<file path="config.mk">
export PLATFORM = sky130hd
export DESIGN_NAME = systolic_psum_drain
export DESIGN_NICKNAME = d
export VERILOG_FILES = /design/src/rtl/systolic_psum_drain.sv
export SDC_FILE = /design/constraint.sdc
export NUM_CORES = 2
export LEC_CHECK = 0
export CAP_MARGIN = 10
export CORE_ASPECT_RATIO = 2
export CORE_MARGIN = 2
export CORE_UTILIZATION = 40
export DETAILED_ROUTE_END_ITERATION = 10
export PLACE_DENSITY = 0.68
export SLEW_MARGIN = 10
export SYNTH_ARGS = -nofsm -noshare
export SYNTH_HDL_FRONTEND = slang
export SYNTH_SLANG_ARGS = --single-unit
</file>
<file path="constraint.sdc">
create_clock -name clk -period 2.4 [get_ports clk]
set_clock_uncertainty 0.05 [all_clocks]
set_input_delay 0.48 -clock clk [delete_from_list [all_inputs] [get_ports clk]]
set_output_delay 0.48 -clock clk [all_outputs]
set_load 0.01 [all_outputs]
</file>
<file path="src/rtl/systolic_psum_drain.sv">
// -----------------------------------------------------------------------------
// systolic_psum_drain
//
// South-edge drain for a weight-stationary systolic array. The bottom PE row
// emits its psum_out bus with a diagonal skew: lane c of a row arrives c array
// cycles after lane 0. This block delays each lane so that all lanes of a row
// line up. It buffers every re-aligned row in a small FIFO and presents the
// rows downstream on a valid/ready port.
//
// Ports
//   clk, rst_n    clock, asynchronous active-low reset
//   start         1-cycle pulse that begins a tile (honoured in IDLE only)
//   num_rows      rows in the tile, captured together with start
//   enable_cycle  array advance strobe; the de-skew lines shift only when 1
//   in_valid      lane-0 psum on col_psum is valid this cycle
//   col_psum      bottom-row psums, lane c at [c*PSUM_W +: PSUM_W]
//   out_valid     FIFO head row is valid
//   out_ready     downstream accepts the head row
//   out_row       head row, using the same lane packing as col_psum
//   out_last      head row is the last row of the tile
//   stall_req     FIFO holds DEPTH-1 or more rows; the controller should
//                 drop enable_cycle
//   busy          FSM is not IDLE
//   done          1-cycle pulse after the last row of the tile is popped
//   overflow_err  sticky flag: a row was dropped because the FIFO was full
//
// Handshake: a row transfers on every rising edge where out_valid && out_ready.
// While out_valid is high and out_ready is low, out_row and out_last hold
// their values. out_valid never depends on out_ready.
// -----------------------------------------------------------------------------
module systolic_psum_drain #(
  parameter int COLS   = 8,
  parameter int PSUM_W = 32,
  parameter int DEPTH  = 4
) (
  input  logic                     clk,
  input  logic                     rst_n,
  input  logic                     start,
  input  logic [7:0]               num_rows,
  input  logic                     enable_cycle,
  input  logic                     in_valid,
  input  logic [COLS*PSUM_W-1:0]   col_psum,
  output logic                     out_valid,
  input  logic                     out_ready,
  output logic [COLS*PSUM_W-1:0]   out_row,
  output logic                     out_last,
  output logic                     stall_req,
  output logic                     busy,
  output logic                     done,
  output logic                     overflow_err
);

  localparam int AW = $clog2(DEPTH);
  localparam int CW = AW + 1;
  localparam int RW = COLS * PSUM_W;

  typedef enum logic [1:0] {
    S_IDLE   = 2'd0,
    S_ACTIVE = 2'd1,
    S_FLUSH  = 2'd2
  } state_e;

  state_e          state_q;
  logic [7:0]      num_rows_q;
  logic [7:0]      row_cnt_q;
  logic            done_q;
  logic            overflow_q;

  // ---------------------------------------------------------------------------
  // De-skew lines. These are held at zero in IDLE, so beats that arrive
  // outside a tile never reach the FIFO. In FLUSH the valid line still
  // shifts, but nothing is pushed.
  // ---------------------------------------------------------------------------
  logic [COLS-2:0] vld_q;
  logic [COLS-1:0] vld_shift;
  logic [RW-1:0]   aligned_row;
  logic            aligned_valid;

  assign vld_shift     = {vld_q, in_valid && (state_q == S_ACTIVE)};
  assign aligned_valid = vld_q[COLS-2];

  always_ff @(posedge clk or negedge rst_n) begin
    if (!rst_n) begin
      vld_q <= '0;
    end else if (state_q == S_IDLE) begin
      vld_q <= '0;
    end else if (enable_cycle) begin
      vld_q <= vld_shift[COLS-2:0];
    end
  end

  for (genvar c = 0; c < COLS; c++) begin : g_lane
    if (c == COLS - 1) begin : g_pass
      // The last lane arrives last and needs no delay.
      assign aligned_row[c*PSUM_W +: PSUM_W] = col_psum[c*PSUM_W +: PSUM_W];
    end else begin : g_dly
      localparam int D = COLS - 1 - c;
      logic [PSUM_W-1:0] sr_q [D];

      always_ff @(posedge clk or negedge rst_n) begin
        if (!rst_n) begin
          for (int k = 0; k < D; k++) sr_q[k] <= '0;
        end else if (state_q == S_IDLE) begin
          for (int k = 0; k < D; k++) sr_q[k] <= '0;
        end else if (enable_cycle) begin
          sr_q[0] <= col_psum[c*PSUM_W +: PSUM_W];
          for (int k = 1; k < D; k++) sr_q[k] <= sr_q[k-1];
        end
      end

      assign aligned_row[c*PSUM_W +: PSUM_W] = sr_q[D-1];
    end
  end

  // ---------------------------------------------------------------------------
  // Row FIFO
  // ---------------------------------------------------------------------------
  logic [RW-1:0]    mem_q [DEPTH];
  logic [DEPTH-1:0] last_mem_q;
  logic [AW-1:0]    wr_ptr_q;
  logic [AW-1:0]    rd_ptr_q;
  logic [CW-1:0]    count_q;

  logic push_req;
  logic push_ok;
  logic push_last;
  logic pop;
  logic full;

  assign full      = (count_q == CW'(DEPTH));
  assign pop       = (count_q != '0) && out_ready;
  assign push_req  = aligned_valid && enable_cycle && (state_q == S_ACTIVE);
  // When the FIFO is full, a pop in the same cycle frees the slot the push uses.
  assign push_ok   = push_req && (!full || pop);
  assign push_last = (row_cnt_q == (num_rows_q - 8'd1));

  always_ff @(posedge clk or negedge rst_n) begin
    if (!rst_n) begin
      for (int i = 0; i < DEPTH; i++) mem_q[i] <= '0;
      last_mem_q <= '0;
      wr_ptr_q   <= '0;
      rd_ptr_q   <= '0;
      count_q    <= '0;
    end else begin
      if (push_ok) begin
        mem_q[wr_ptr_q]      <= aligned_row;
        last_mem_q[wr_ptr_q] <= push_last;
        wr_ptr_q             <= wr_ptr_q + AW'(1);
      end
      if (pop) begin
        rd_ptr_q <= rd_ptr_q + AW'(1);
      end
      case ({push_ok, pop})
        2'b10:   count_q <= count_q + CW'(1);
        2'b01:   count_q <= count_q - CW'(1);
        default: count_q <= count_q;
      endcase
    end
  end

  // ---------------------------------------------------------------------------
  // Tile FSM: row counter, done pulse, sticky overflow flag
  // ---------------------------------------------------------------------------
  always_ff @(posedge clk or negedge rst_n) begin
    if (!rst_n) begin
      state_q    <= S_IDLE;
      num_rows_q <= '0;
      row_cnt_q  <= '0;
      done_q     <= 1'b0;
      overflow_q <= 1'b0;
    end else begin
      done_q <= 1'b0;
      case (state_q)
        S_IDLE: begin
          if (start) begin
            state_q    <= S_ACTIVE;
            num_rows_q <= num_rows;
            row_cnt_q  <= '0;
            overflow_q <= 1'b0;
          end
        end
        S_ACTIVE: begin
          if (num_rows_q == 8'd0) begin
            // An empty tile stays busy for one cycle and then reports done.
            state_q <= S_IDLE;
            done_q  <= 1'b1;
          end else if (push_ok) begin
            row_cnt_q <= row_cnt_q + 8'd1;
            if (push_last) state_q <= S_FLUSH;
          end
        end
        S_FLUSH: begin
          if (pop && last_mem_q[rd_ptr_q]) begin
            state_q <= S_IDLE;
            done_q  <= 1'b1;
          end
        end
        default: state_q <= S_IDLE;
      endcase
      if (push_req && full && !pop) overflow_q <= 1'b1;
    end
  end

  assign out_valid    = (count_q != '0);
  assign out_row      = mem_q[rd_ptr_q];
  assign out_last     = last_mem_q[rd_ptr_q];
  assign stall_req    = (count_q >= CW'(DEPTH - 1));
  assign busy         = (state_q != S_IDLE);
  assign done         = done_q;
  assign overflow_err = overflow_q;

endmodule

</file>
==> key figures <==
STA
  • Setup TNS: -174.52 ns
  • Final setup viols: 262
  • Max_slew headroom: 0.390
  • Slew @ Worst Pin: 0.914 ns
  • Final Hold Viols: 0
  • Period utilization: 1.34
  • Highest clock rate: about 0.31 GHz
  • Fin crit period: between 3 and 4 ns
  • Hold slack: 0.0981 ns
  • Final Worst Setup Slack: -0.827 ns
  • Unrepaired setup endpoints after global routing: yes
  • Slew Limit Fails: 0

Route
  • DR iter-0 viols: approximately 2500
  • Drt via density: slightly above 5
  • Final WL: roughly 200 mm
  • Initial DRT Pass Iterations: 5
  • Post-route DRC: 0
  • Post-route ant nets: 0
  • Avg WL per Cell: 22.3 um
  • Routed vias: 47100

Critical path
  • Worst-path maximum fanout: 9
  • Startpoint types: flop
  • Required @ worst endpoint: 1.87 ns
  • CP Buf/Inv Count: 6
  • Critical R2R Launch: num_rows_q[0]$_DFFE_PN0P_
  • CP Capture Type: output pin
  • Kind of critical path: reg -> out
  • Critical path's most frequent cell: buf_6
  • Top Family by Delay on Critical Path: buffers and inverters
  • Max incr delay on CP: 0.50 ns
  • CP arrival: roughly 2.7 ns
  • Crit path from: rd_ptr_q[0]$_DFFE_PN0P_
  • CP max-delay cell: dfrtp_4
  • Cell Chain, Critical Path: buf_12, buf_16, buf_12, buf_6, buf_6, mux4_2, buf_6

Global routing
  • Gr usage total: 0.197
  • Vias in the first global route: about 50000
  • First-pass GRT wire length: 314 mm
  • Largest net degree at the start of global routing: 170
  • Initial antenna violation count: 34
  • Grt ovf: 0

Clock network
  • CTS Root Buffer Type: clkbuf_16
  • Worst-Skew Late Latency: 0.82 ns
  • CTS tree: built
  • Clock Path Buffers: 4
  • H-tree lvl count: 4
  • Number of CTS-inserted buffers: ~190
  • Clk slew on worst S/H paths: 0.06 ns
  • Sink Count: 1958

Placement
  • Buffers on Ports: 531
  • Setup WS pre-CTS: -0.490 ns
  • Post-DP HPWL: 141 mm
  • Dpl cells: 8742
  • Final RePlAce weighted congestion: 0.812

Yosys
  • Avg Inst Size Synth: ~15 um2
  • Synth warnings: 0
  • Post-synthesis sequential area ratio: 0.602
  • Netlist cell types: 45
  • Number of synthesized register bits: 1958
  • Post-synth EDFFs: 0
  • Synth Instances: 5573
  • Synth top area cells: dfrtp_1 (60%), mux2_2 (14%), mux2i_1 (11%)
  • Async set or reset register ratio after synthesis: 1.00
  • Syn_nets: approximately 6000
  • Post-synth top area share: 0.602
  • Largest area contributor in the netlist: dfrtp_1
  • Top FF cell, synth: dfrtp_1
  • Netlist Area Pre-Place: ~0.081 mm2

Power
  • Internal: just over 60 mW
  • Switching power: between 20 and 25 mW
  • Clock power share: 0.362
  • Pleak: 50.6 nW
  • Power Density: between 800 and 900 mW/mm2
  • Combinational share of power: 0.201
  • Net Sw Frac: 0.276
  • Max IR drop VDD: 826 uV
  • Share of power burned in registers: 0.438

Min path
  • Worst min path class: in -> async

Floorplan
  • Chip Height: 642 um
  • Row cnt: 234
  • Initial Util: 0.401
  • Core area: 0.203 mm2
  • Die width: 323 um
  • Die area: 0.207 mm2
  • # IOs: about 530

Run
  • Max-cap viol count: 0

Final layout
  • Commonest cells after routing, fill and taps aside: dfrtp_1 (1956), mux2_2 (1036), nor2_1 (918), mux2i_1 (905), clkdlybuf4s50_1 (272)
  • Share of layout cells above drive strength 1: 0.346
  • Final Util: 0.493
  • Non-Filler Instances: 9187
  • Most common cell after layout, fill and taps aside: dfrtp_1
  • P&R area growth vs syn: 22.7%
  • Nets: 6604

Status
  • Status: finished with violations
  • Failing checks: negative setup slack
-- cell type report --
type / instances / area (um2)
clock buffer: 264 / 5390
clock inverter: 58 / 797
timing repair buffer: 941 / 10400
multi-input combinational: 3224 / 30800
tap: 2714 / 3400
sequential: 1958 / 49000
fill: 17300 / 103000
antenna: 14 / 35.0
inverter: 14 / 52.6
-- worst reg2reg max path, stage by stage (launching register included) --
cell	delay, ns
dfrtp_1	0.38
or4_4	0.55
or3_1	0.34
a2111oi_2	0.54
nand4_1	0.22
a21oi_2	0.21
mux2i_1	0.19
-- final timing paths --
path                                                          to  slack (ns)  cells after the start
min in group clk             g_lane[6].g_dly.sr_q[6]$_DFFE_PN0P_        0.19                      3
setup reg to reg                          state_q[0]$_DFFE_PN0P_       -0.15                      6
setup / recovery                                    out_row[185]       -0.83                      7
hold / removal              g_lane[2].g_dly.sr_q[69]$_DFFE_PN0P_         0.1                      2
max in group asynchronous                 mem_q[252]$_DFFE_PN0P_        1.03                      4
hold reg to reg            g_lane[0].g_dly.sr_q[111]$_DFFE_PN0P_        0.43                      2
-- registers in the layout, summed over array words and instances, names as in the netlist, 3 cells and up --
| register | count |
|---|---|
| g_lane.g_dly.sr_q | 704 |
| mem_q | 1024 |
| num_rows_q | 8 |
| aligned_row | 192 |
| last_mem_q | 4 |
| count_q | 3 |
| row_cnt_q | 8 |
| vld_q | 7 |
-- per-layer routing --
metal,vias up,share of wire,track usage
li1,21200,-,-
met1,24600,0.39,0.234
met2,922,0.53,0.353
met3,338,0.052,0.0388
met4,20,0.032,0.0646
met5,-,0.00065,0
-- cell usage after synthesis, types with 2 or more instances --
cell type  instances
o21ai_0            7
nand4_1            3
clkbuf_1         160
buf_2            109
nor4_1             5
mux4_2           257
a21oi_1            3
xor2_1             3
nor2_1           918
nor2b_1            2
nand3_1            7
nand2_1           17
xnor2_1           16
inv_1             14
mux2_2          1036
nand2b_1           2
buf_1            107
o211ai_1           3
mux2i_1          905
a22oi_1            2
ha_1               9
dfrtp_1         1958
a31oi_1            2
nor3_1             4
or3_1              4
-- timing repair --
item                       in CTS  in global routing
gates resized for setup       705                468
cloned                          5                  6
hold endpoints to repair      490                  0
pin swaps                       0                  0
hold buffers                    2                  0
setup endpoints to repair     267                560
setup buffers                  32                 70
-- metrics by stage --
step           power (mW)  area, um2
5_1_grt              87.3      99800
6_report             83.5      99800
3_5_place_dp         51.4      92500
4_1_cts              83.3      99100
3_3_place_gp         51.1      92500
2_1_floorplan        45.1      81400
-- power by group through the flow --
stage	clock network [mW]	logic (mW)	registers [mW]
global route	32.3	18.1	36.8
detailed placement	0	14.1	37.2
floorplan	0	8.55	36.5
finish	30.2	16.8	36.6
global placement	0	13.9	37.2
CTS	31.1	15.6	36.6
-- cells by family after synthesis --
group | share of synthesized area
AO/OA/AOI/OAI | 0.00231
XOR/XNOR | 0.00205
adder cells (fa/ha/maj) | 0.00163
buffers and inverters | 0.0198
flip-flops | 0.602
multiplexers | 0.326
AND/OR/NAND/NOR | 0.0458
Note: power is estimated with default switching activity, not from simulation.
